## src/rtl/bit_serializer_if.sv

```systemverilog
// bit_serializer_if
//   Groups the parallel-word handshake and the serial output of bit_serializer.
//   slave  : the serializer (takes din/din_valid, drives everything else)
//   master : the word producer / serial consumer side
// Signals
//   din        WIDTH  parallel word
//   din_valid  1      din is valid
//   din_ready  1      serializer can take din this cycle
//   x          1      serial bit
//   x_valid    1      x carries a live bit
//   last       1      x carries the final bit of the current word
//   done       1      one-cycle pulse after a word's final bit
interface bit_serializer_if #(
  parameter int WIDTH = 8
);
  logic [WIDTH-1:0] din;
  logic             din_valid;
  logic             din_ready;
  logic             x;
  logic             x_valid;
  logic             last;
  logic             done;

  modport slave (
    input  din, din_valid,
    output din_ready, x, x_valid, last, done
  );

  modport master (
    output din, din_valid,
    input  din_ready, x, x_valid, last, done
  );
endinterface

```

## src/rtl/bit_serializer.sv

```systemverilog
// bit_serializer
//   Parallel-to-serial stage feeding the serial input x of seq_detector.
//   A WIDTH-bit word is taken over a valid/ready handshake and sent one bit
//   per clk on x. last marks the final bit of a word, done pulses in the cycle
//   after it. Back-to-back words stream with no idle gap.
// Optional feature (macro PARITY_EN): after the data bits a PARITY state sends
//   one even-parity bit (^din); last and done then follow the parity bit.
// Parameters
//   WIDTH      data bits per word (2..32)
//   MSB_FIRST  1: din[WIDTH-1] first (shift left); 0: din[0] first (shift right)
//   IDLE_BIT   level on x when no bit is valid
// Ports
//   clk    rising-edge clock
//   reset  synchronous, active-high
//   bus    bit_serializer_if.slave (din, din_valid, din_ready, x, x_valid, last, done)
module bit_serializer #(
  parameter int   WIDTH     = 8,
  parameter bit   MSB_FIRST = 1'b1,
  parameter logic IDLE_BIT  = 1'b0
) (
  input logic             clk,
  input logic             reset,
  bit_serializer_if.slave bus
);

  localparam int               CNT_W    = $clog2(WIDTH + 1);
  localparam logic [CNT_W-1:0] CNT_LAST = CNT_W'(WIDTH - 1);
`ifndef PARITY_EN
  localparam logic [CNT_W-1:0] CNT_PENULT = CNT_W'(WIDTH - 2);
`endif

`ifdef PARITY_EN
  typedef enum logic [1:0] {IDLE, SHIFT, PARITY} state_t;
`else
  typedef enum logic [0:0] {IDLE, SHIFT} state_t;
`endif

  state_t           state;
  state_t           state_next;
  logic [WIDTH-1:0] shreg;
  logic [CNT_W-1:0] cnt;
`ifdef PARITY_EN
  logic             par;
`endif
  logic             data_end;
  logic             final_bit;
  logic             accept;
  logic             advance;

  // Bit that leaves the word first for the configured order.
  function automatic logic head_bit(input logic [WIDTH-1:0] w);
    return MSB_FIRST ? w[WIDTH-1] : w[0];
  endfunction

  function automatic logic [WIDTH-1:0] shift_word(input logic [WIDTH-1:0] w);
    return MSB_FIRST ? (w << 1) : (w >> 1);
  endfunction

  // Next-state and handshake decode
  always_comb begin
    state_next = state;
    data_end   = (state == SHIFT) && (cnt == CNT_LAST);
`ifdef PARITY_EN
    final_bit  = (state == PARITY);
`else
    final_bit  = (state == SHIFT) && bus.last;
`endif
    // Ready on the final bit lets the next word follow with no bubble.
    bus.din_ready = !reset && ((state == IDLE) || final_bit);
    accept        = bus.din_ready && bus.din_valid;
    advance       = (state == SHIFT) && !data_end;
    case (state)
      IDLE: begin
        if (accept) state_next = SHIFT;
      end
      SHIFT: begin
`ifdef PARITY_EN
        if (data_end) state_next = PARITY;
`else
        if (final_bit) state_next = accept ? SHIFT : IDLE;
`endif
      end
`ifdef PARITY_EN
      PARITY: state_next = accept ? SHIFT : IDLE;
`endif
      default: state_next = IDLE;
    endcase
  end

  always_ff @(posedge clk) begin
    if (reset) state <= IDLE;
    else       state <= state_next;
  end

  // Output register stage: x/x_valid/last/done and bit counter
  always_ff @(posedge clk) begin
    if (reset) begin
      bus.x       <= IDLE_BIT;
      bus.x_valid <= 1'b0;
      bus.last    <= 1'b0;
      bus.done    <= 1'b0;
      cnt         <= '0;
    end else begin
      bus.done <= final_bit;
      if (accept) begin
        // First bit goes straight from din so it appears at the accept edge.
        bus.x       <= head_bit(bus.din);
        bus.x_valid <= 1'b1;
        bus.last    <= 1'b0;
        cnt         <= '0;
      end else if (advance) begin
        bus.x <= head_bit(shift_word(shreg));
        cnt   <= cnt + CNT_W'(1);
`ifdef PARITY_EN
        bus.last <= 1'b0;
`else
        bus.last <= (cnt == CNT_PENULT);
`endif
`ifdef PARITY_EN
      end else if (data_end) begin
        bus.x    <= par;
        bus.last <= 1'b1;
`endif
      end else if (final_bit) begin
        bus.x       <= IDLE_BIT;
        bus.x_valid <= 1'b0;
        bus.last    <= 1'b0;
      end
    end
  end

  // Data stage: shift register holds the word with the bit on x at the head
  always_ff @(posedge clk) begin
    if (accept) begin
      shreg <= bus.din;
`ifdef PARITY_EN
      par   <= ^bus.din;
`endif
    end else if (advance) begin
      shreg <= shift_word(shreg);
    end
  end

endmodule
```

## src/flat_wrapper.sv

```systemverilog
// flat-port wrapper written by rule: the top's interface ports become plain ports
module bit_serializer_flat 
#(
  parameter int   WIDTH     = 8,
  parameter bit   MSB_FIRST = 1'b1,
  parameter logic IDLE_BIT  = 1'b0
)
  (clk, reset, bus_din, bus_din_valid, bus_din_ready, bus_x, bus_x_valid, bus_last, bus_done);
  bit_serializer_if #(.WIDTH(WIDTH)) bus_i ();
  input logic clk;
  input logic reset;
  input wire logic [$bits(bus_i.din)-1:0] bus_din;
  input wire logic [$bits(bus_i.din_valid)-1:0] bus_din_valid;
  output wire logic [$bits(bus_i.din_ready)-1:0] bus_din_ready;
  output wire logic [$bits(bus_i.x)-1:0] bus_x;
  output wire logic [$bits(bus_i.x_valid)-1:0] bus_x_valid;
  output wire logic [$bits(bus_i.last)-1:0] bus_last;
  output wire logic [$bits(bus_i.done)-1:0] bus_done;
  assign bus_i.din = bus_din;
  assign bus_i.din_valid = bus_din_valid;
  assign bus_din_ready = bus_i.din_ready;
  assign bus_x = bus_i.x;
  assign bus_x_valid = bus_i.x_valid;
  assign bus_last = bus_i.last;
  assign bus_done = bus_i.done;
  bit_serializer #(.WIDTH(WIDTH), .MSB_FIRST(MSB_FIRST), .IDLE_BIT(IDLE_BIT)) u_core (.clk(clk), .reset(reset), .bus(bus_i));
endmodule
```

## config.mk

```make
export PLATFORM = sky130hd
export DESIGN_NAME = bit_serializer_flat
export DESIGN_NICKNAME = d
export VERILOG_FILES = /design/src/rtl/bit_serializer_if.sv /design/src/rtl/bit_serializer.sv /design/src/flat_wrapper.sv
export SDC_FILE = /design/constraint.sdc
export NUM_CORES = 1
export LEC_CHECK = 0
export BUFFER_PORTS_ARGS = -buffer_cell sky130_fd_sc_hd__buf_2
export CORE_MARGIN = 10
export CORE_UTILIZATION = 50
export DETAILED_ROUTE_END_ITERATION = 12
export PLACE_DENSITY = 0.85
export SYNTH_ARGS = -nofsm -noshare
export SYNTH_HDL_FRONTEND = slang
export SYNTH_SLANG_ARGS = --single-unit
```

## constraint.sdc

```tcl
create_clock -name clk -period 3.1 [get_ports clk]
set_clock_uncertainty 0.05 [all_clocks]
set_input_delay 0.31 -clock clk [delete_from_list [all_inputs] [get_ports clk]]
set_output_delay 0.31 -clock clk [all_outputs]
set_load 0.01 [all_outputs]
```

# == Word-level counts from Yosys, hierarchy flattened ==
# Cells that the tools add are included.
# classes
addsub,1
multipliers,0
n_div,0
n_lt_le_gt_ge,0
eq_ne,3
n_shift,0
muxes,11
bitwise_logic,1
reduce_logical,14
# op_table
operator,count
two-way mux 7 bit,2
== test 4 x 3 -> 1 bit (second input constant),2
two-way mux 1 bit,8
nonzero test 2 bit,3
logical AND 1 bit,5
adder 4 x 1 -> 4 bit (second input constant),1
nonzero test 3 bit,1
zero test 1 bit,2
inequality test 2 x 1 -> 1 bit (second input constant),1
one-hot mux 1 bit (2 select lines),1
AND reduction 2 bit,1
OR reduction 2 bit,1
logical OR 1 bit,1
inverter 1 bit,1
# word_totals
reg_bits,16
latch_bits,0
ram_bits,0
mem_bits_ro,0
in_bits,11
output_inout_bits,5
elab_cells,37
n_memories,0

# == Longest topological paths before layout ==
# depth
depth_word,7
depth_mapped,4
mapped_depth_nobuf,4

# == Least setup slack after synthesis ==
# Ideal clock, no wire load.
# synth_path
kind,flip-flop to flip-flop
start,register u_core.cnt[0]
end,"register u_core.shreg[0], enable pin"
setup_ns,0.381
arrival_time_ns,1.283
required_time_ns,2.669
path_slack_ns,1.386
stages_incl_launch_ff,4
path_buffers,0
period_less_slack_ns,1.714
path_cell_list,dfxtp_1 > ha_1 > and3b_4 > o21ai_0
# synth_via
elab_chain_len,5
# synth_rtl
element,line,text
start: declaration,bit_serializer.sv:41,logic [CNT_W-1:0] cnt;
start signal: assignment,bit_serializer.sv:113,cnt <= cnt + CNT_W'(1);
== test 4 x 3 -> 1 bit,bit_serializer.sv:62,data_end = (state == SHIFT) && (cnt == CNT_LAST);
logical AND 1 bit,bit_serializer.sv:62,
zero test 1 bit,bit_serializer.sv:71,advance = (state == SHIFT) && !data_end;
logical AND 1 bit,bit_serializer.sv:71,
nonzero test 2 bit (no source line),n/a,
end signal: assignment,bit_serializer.sv:135,shreg <= bus.din;
end signal: assignment,bit_serializer.sv:140,shreg <= shift_word(shreg);
end: declaration,bit_serializer.sv:40,logic [WIDTH-1:0] shreg;
# No other way between the ends.
# A chain may end at the register's enable or synchronous reset.

# == Worst setup path after layout ==
# layout_path
start,register u_core.cnt[0]
end,"register u_core.shreg[6], enable pin"
# The elaborated chain is that of the path after synthesis.

==> summary.txt <==
Floorplanning
  • Die area: 3380 um^2
  • Chip Width: 58.1 um
  • Core Area: 1330 um^2
  • Starting Density: 54.5%
  • Row count: 13
  • Chip height: 58.1 um
  • Total I/O pin count: 16

Logic synthesis
  • Flop and latch count out of synthesis: 16
  • Synth cell types: 24
  • YS warnings: 0
  • Post-Synthesis Cells: 66
  • Syn avg cell area: 11.0 um^2
  • Sequential area share after synthesis: 53.7%
  • Net Count, Synth: 79
  • Mapped Area: 727 um^2

Clocking
  • CTS clock-pin slew for the worst setup and hold paths: 100 ps
  • Clock Tree Buf Depth: 2
  • CTS root buffer: clkbuf_4
  • Post-CTS sizing: 0
  • Htree depth: 1
  • Worst skew pair latency: 290 ps
  • CTS tree: yes
  • CTS Hold Bufs: 0
  • Clk sinks: 16
  • Cts bufs inserted: 3
  • Post-CTS setup buffers: 0

Placed design
  • Placer Congestion: 0.815
  • Post-detail-place hpwl: 1.15 mm
  • IO buf count: 15
  • Placed Area: 813 um^2

Timing
  • Final min period: 1990 ps
  • Tcrit/Tclk final: 64.3%
  • Slew Limit Fails: 0
  • Measured slew at the worst slew-check pin: 995 ps
  • Final Hold Viols: 0
  • Max frequency: 502 MHz
  • RSZ-0062 raised after global routing: no
  • Slew HR: 33.0%
  • Final TNS setup: 0 ps
  • Endpoints failing setup: 0

Route
  • Total Wirelength: 1.50 mm
  • DR iter-0 viols: 5
  • Vias per cell: 5.75
  • DRT Pass-1 Iters: 4
  • Via Count: 569
  • DR WL/cell: 15.1 um
  • DRT antenna net count: 0
  • # DRC: 0

Power and ir drop
  • Pwr per Cell Area: 478 nW/um^2
  • Leak pwr: 0.341 nW
  • Worst VDD drop: 0.330 mV

Finish
  • Filler cell count: 115
  • Fin nets: 98
  • Post-route cell area: 840 um^2
  • Commonest non-fill, non-tap cell in the layout: buf_2
  • Area grow syn2layout: 15.5%
  • Share of cells above drive strength 1: 31.0%
  • # diodes: 0
  • Most frequent cells in the layout: buf_2 (15), dfxtp_1 (9), edfxtp_1 (7)

Global routing
  • Number of global-route vias before repair: 599
  • GRT overflow: 0
  • First-pass GRT wire length: 2.53 mm
  • Largest net degree at the start of global routing: 10
  • GRT Total Usage: 9.49%
  • Initial antenna violation count: 0

Flow run
  • Maxcap violations: 0

Worst hold path
  • Worst hold path class: in -> reg

Setup path
  • Critical path type: reg -> reg
  • Worst setup EP type: flop
  • CP required: 2960 ps
  • Max FO, Critical Path: 7
  • Worst EP arrival: 1860 ps
  • Worst Setup Start Kind: flop

Status
  • Outcome: completed
critical path, cell delays in order (launching register included):
cell,delay [ps]
dfxtp_1,340
ha_1,250
and3b_4,210
o21ai_0,770
worst paths after layout:
check	from	slack [ps]	to	depth (start not counted)
worst max-delay path	u_core.cnt[0]$_SDFFE_PP0P_	1110	u_core.shreg[6]$_DFFE_PP_	3
worst min-delay path	reset	180	u_core.state$_SDFF_PP0_	2
worst max register to register	u_core.cnt[0]$_SDFFE_PP0P_	1110	u_core.shreg[6]$_DFFE_PP_	3
worst min register to register	u_core.bus.x_valid$_SDFFE_PP0P_	440	u_core.bus.x_valid$_SDFFE_PP0P_	2
where the power goes:
| group | total [mW] | internal [mW] | switching [mW] |
|---|---|---|---|
| Clock | 0.112 | 0.0468 | 0.0657 |
| Combinational | 0.0439 | 0.0211 | 0.0228 |
| Sequential | 0.245 | 0.237 | 0.00784 |
per-layer routing:
| layer | GRT usage [%] | vias up | routed length [um] |
|---|---|---|---|
| met4 | 3.69 | 0 | 24 |
| met2 | 15.8 | 24 | 684 |
| met1 | 9.44 | 258 | 641 |
| met5 | 0 | - | 0 |
| li1 | - | 281 | - |
| met3 | 5.66 | 6 | 148 |
synth_stat cells, drive strengths merged:
cell type	number	share of area [%]
and3b	1	1.7
and3	1	0.86
dfxtp	9	25
mux2	6	9.3
and4bb	1	1.7
o211ai	1	1.0
o21ai	5	3.4
nand2b	1	0.86
buf	1	1.0
inv	5	2.6
edfxtp	7	29
nor2	3	1.5
or4	1	1.0
nand2	3	1.5
a311oi	1	1.2
nor2b	3	2.6
a22oi	2	2.1
a31oi	1	0.86
ha	2	3.4
nand3b	1	1.0
or3	1	0.86
o31ai	2	2.1
nand3	3	2.1
a21oi	5	3.4
layout make-up:
type,instances,area (um^2),area share [%]
clock buffers,3,22.5,2.68
flip-flops and latches,16,390,46.5
multi-input cells,44,310,37.0
repair buffers,15,75.1,8.94
inverters,5,18.8,2.24
clock inverters,1,3.75,0.447
well taps,15,18.8,2.24
logic make-up after synthesis:
group / Yosys count / share of synthesized area, %
DFF: 16 / 53.7
buffers and inverters: 6 / 3.62
adders and majority gates: 2 / 3.44
and+or+nand+nor: 19 / 15.8
muxes: 6 / 9.29
AOI/OAI and AO/OA: 17 / 14.1
metrics by stage:
stage | total power [mW] | utilization, % | hold WS, ps | cells | setup WS, ps
2_1_floorplan | 0.277 | - | 329 | 66 | 1390
3_3_place_gp | 0.291 | 61.0 | 425 | 95 | 1260
3_5_place_dp | 0.294 | 61.0 | 435 | 95 | 1160
4_1_cts | 0.405 | 62.9 | 168 | 99 | 1130
5_1_grt | 0.422 | 62.9 | 178 | 99 | 974
6_report | 0.401 | 62.9 | 177 | 99 | 1110
sequential cells by signal, summed over array words and instances (netlist names):
| name | cells |
|---|---|
| u_core.shreg | 7 |
| u_core.bus.x | 1 |
| u_core.bus.x_valid | 1 |
| u_core.bus.done | 1 |
| u_core.state | 1 |
| u_core.bus.last | 1 |
| u_core.cnt | 4 |
Note: power is estimated with default switching activity, not from simulation.
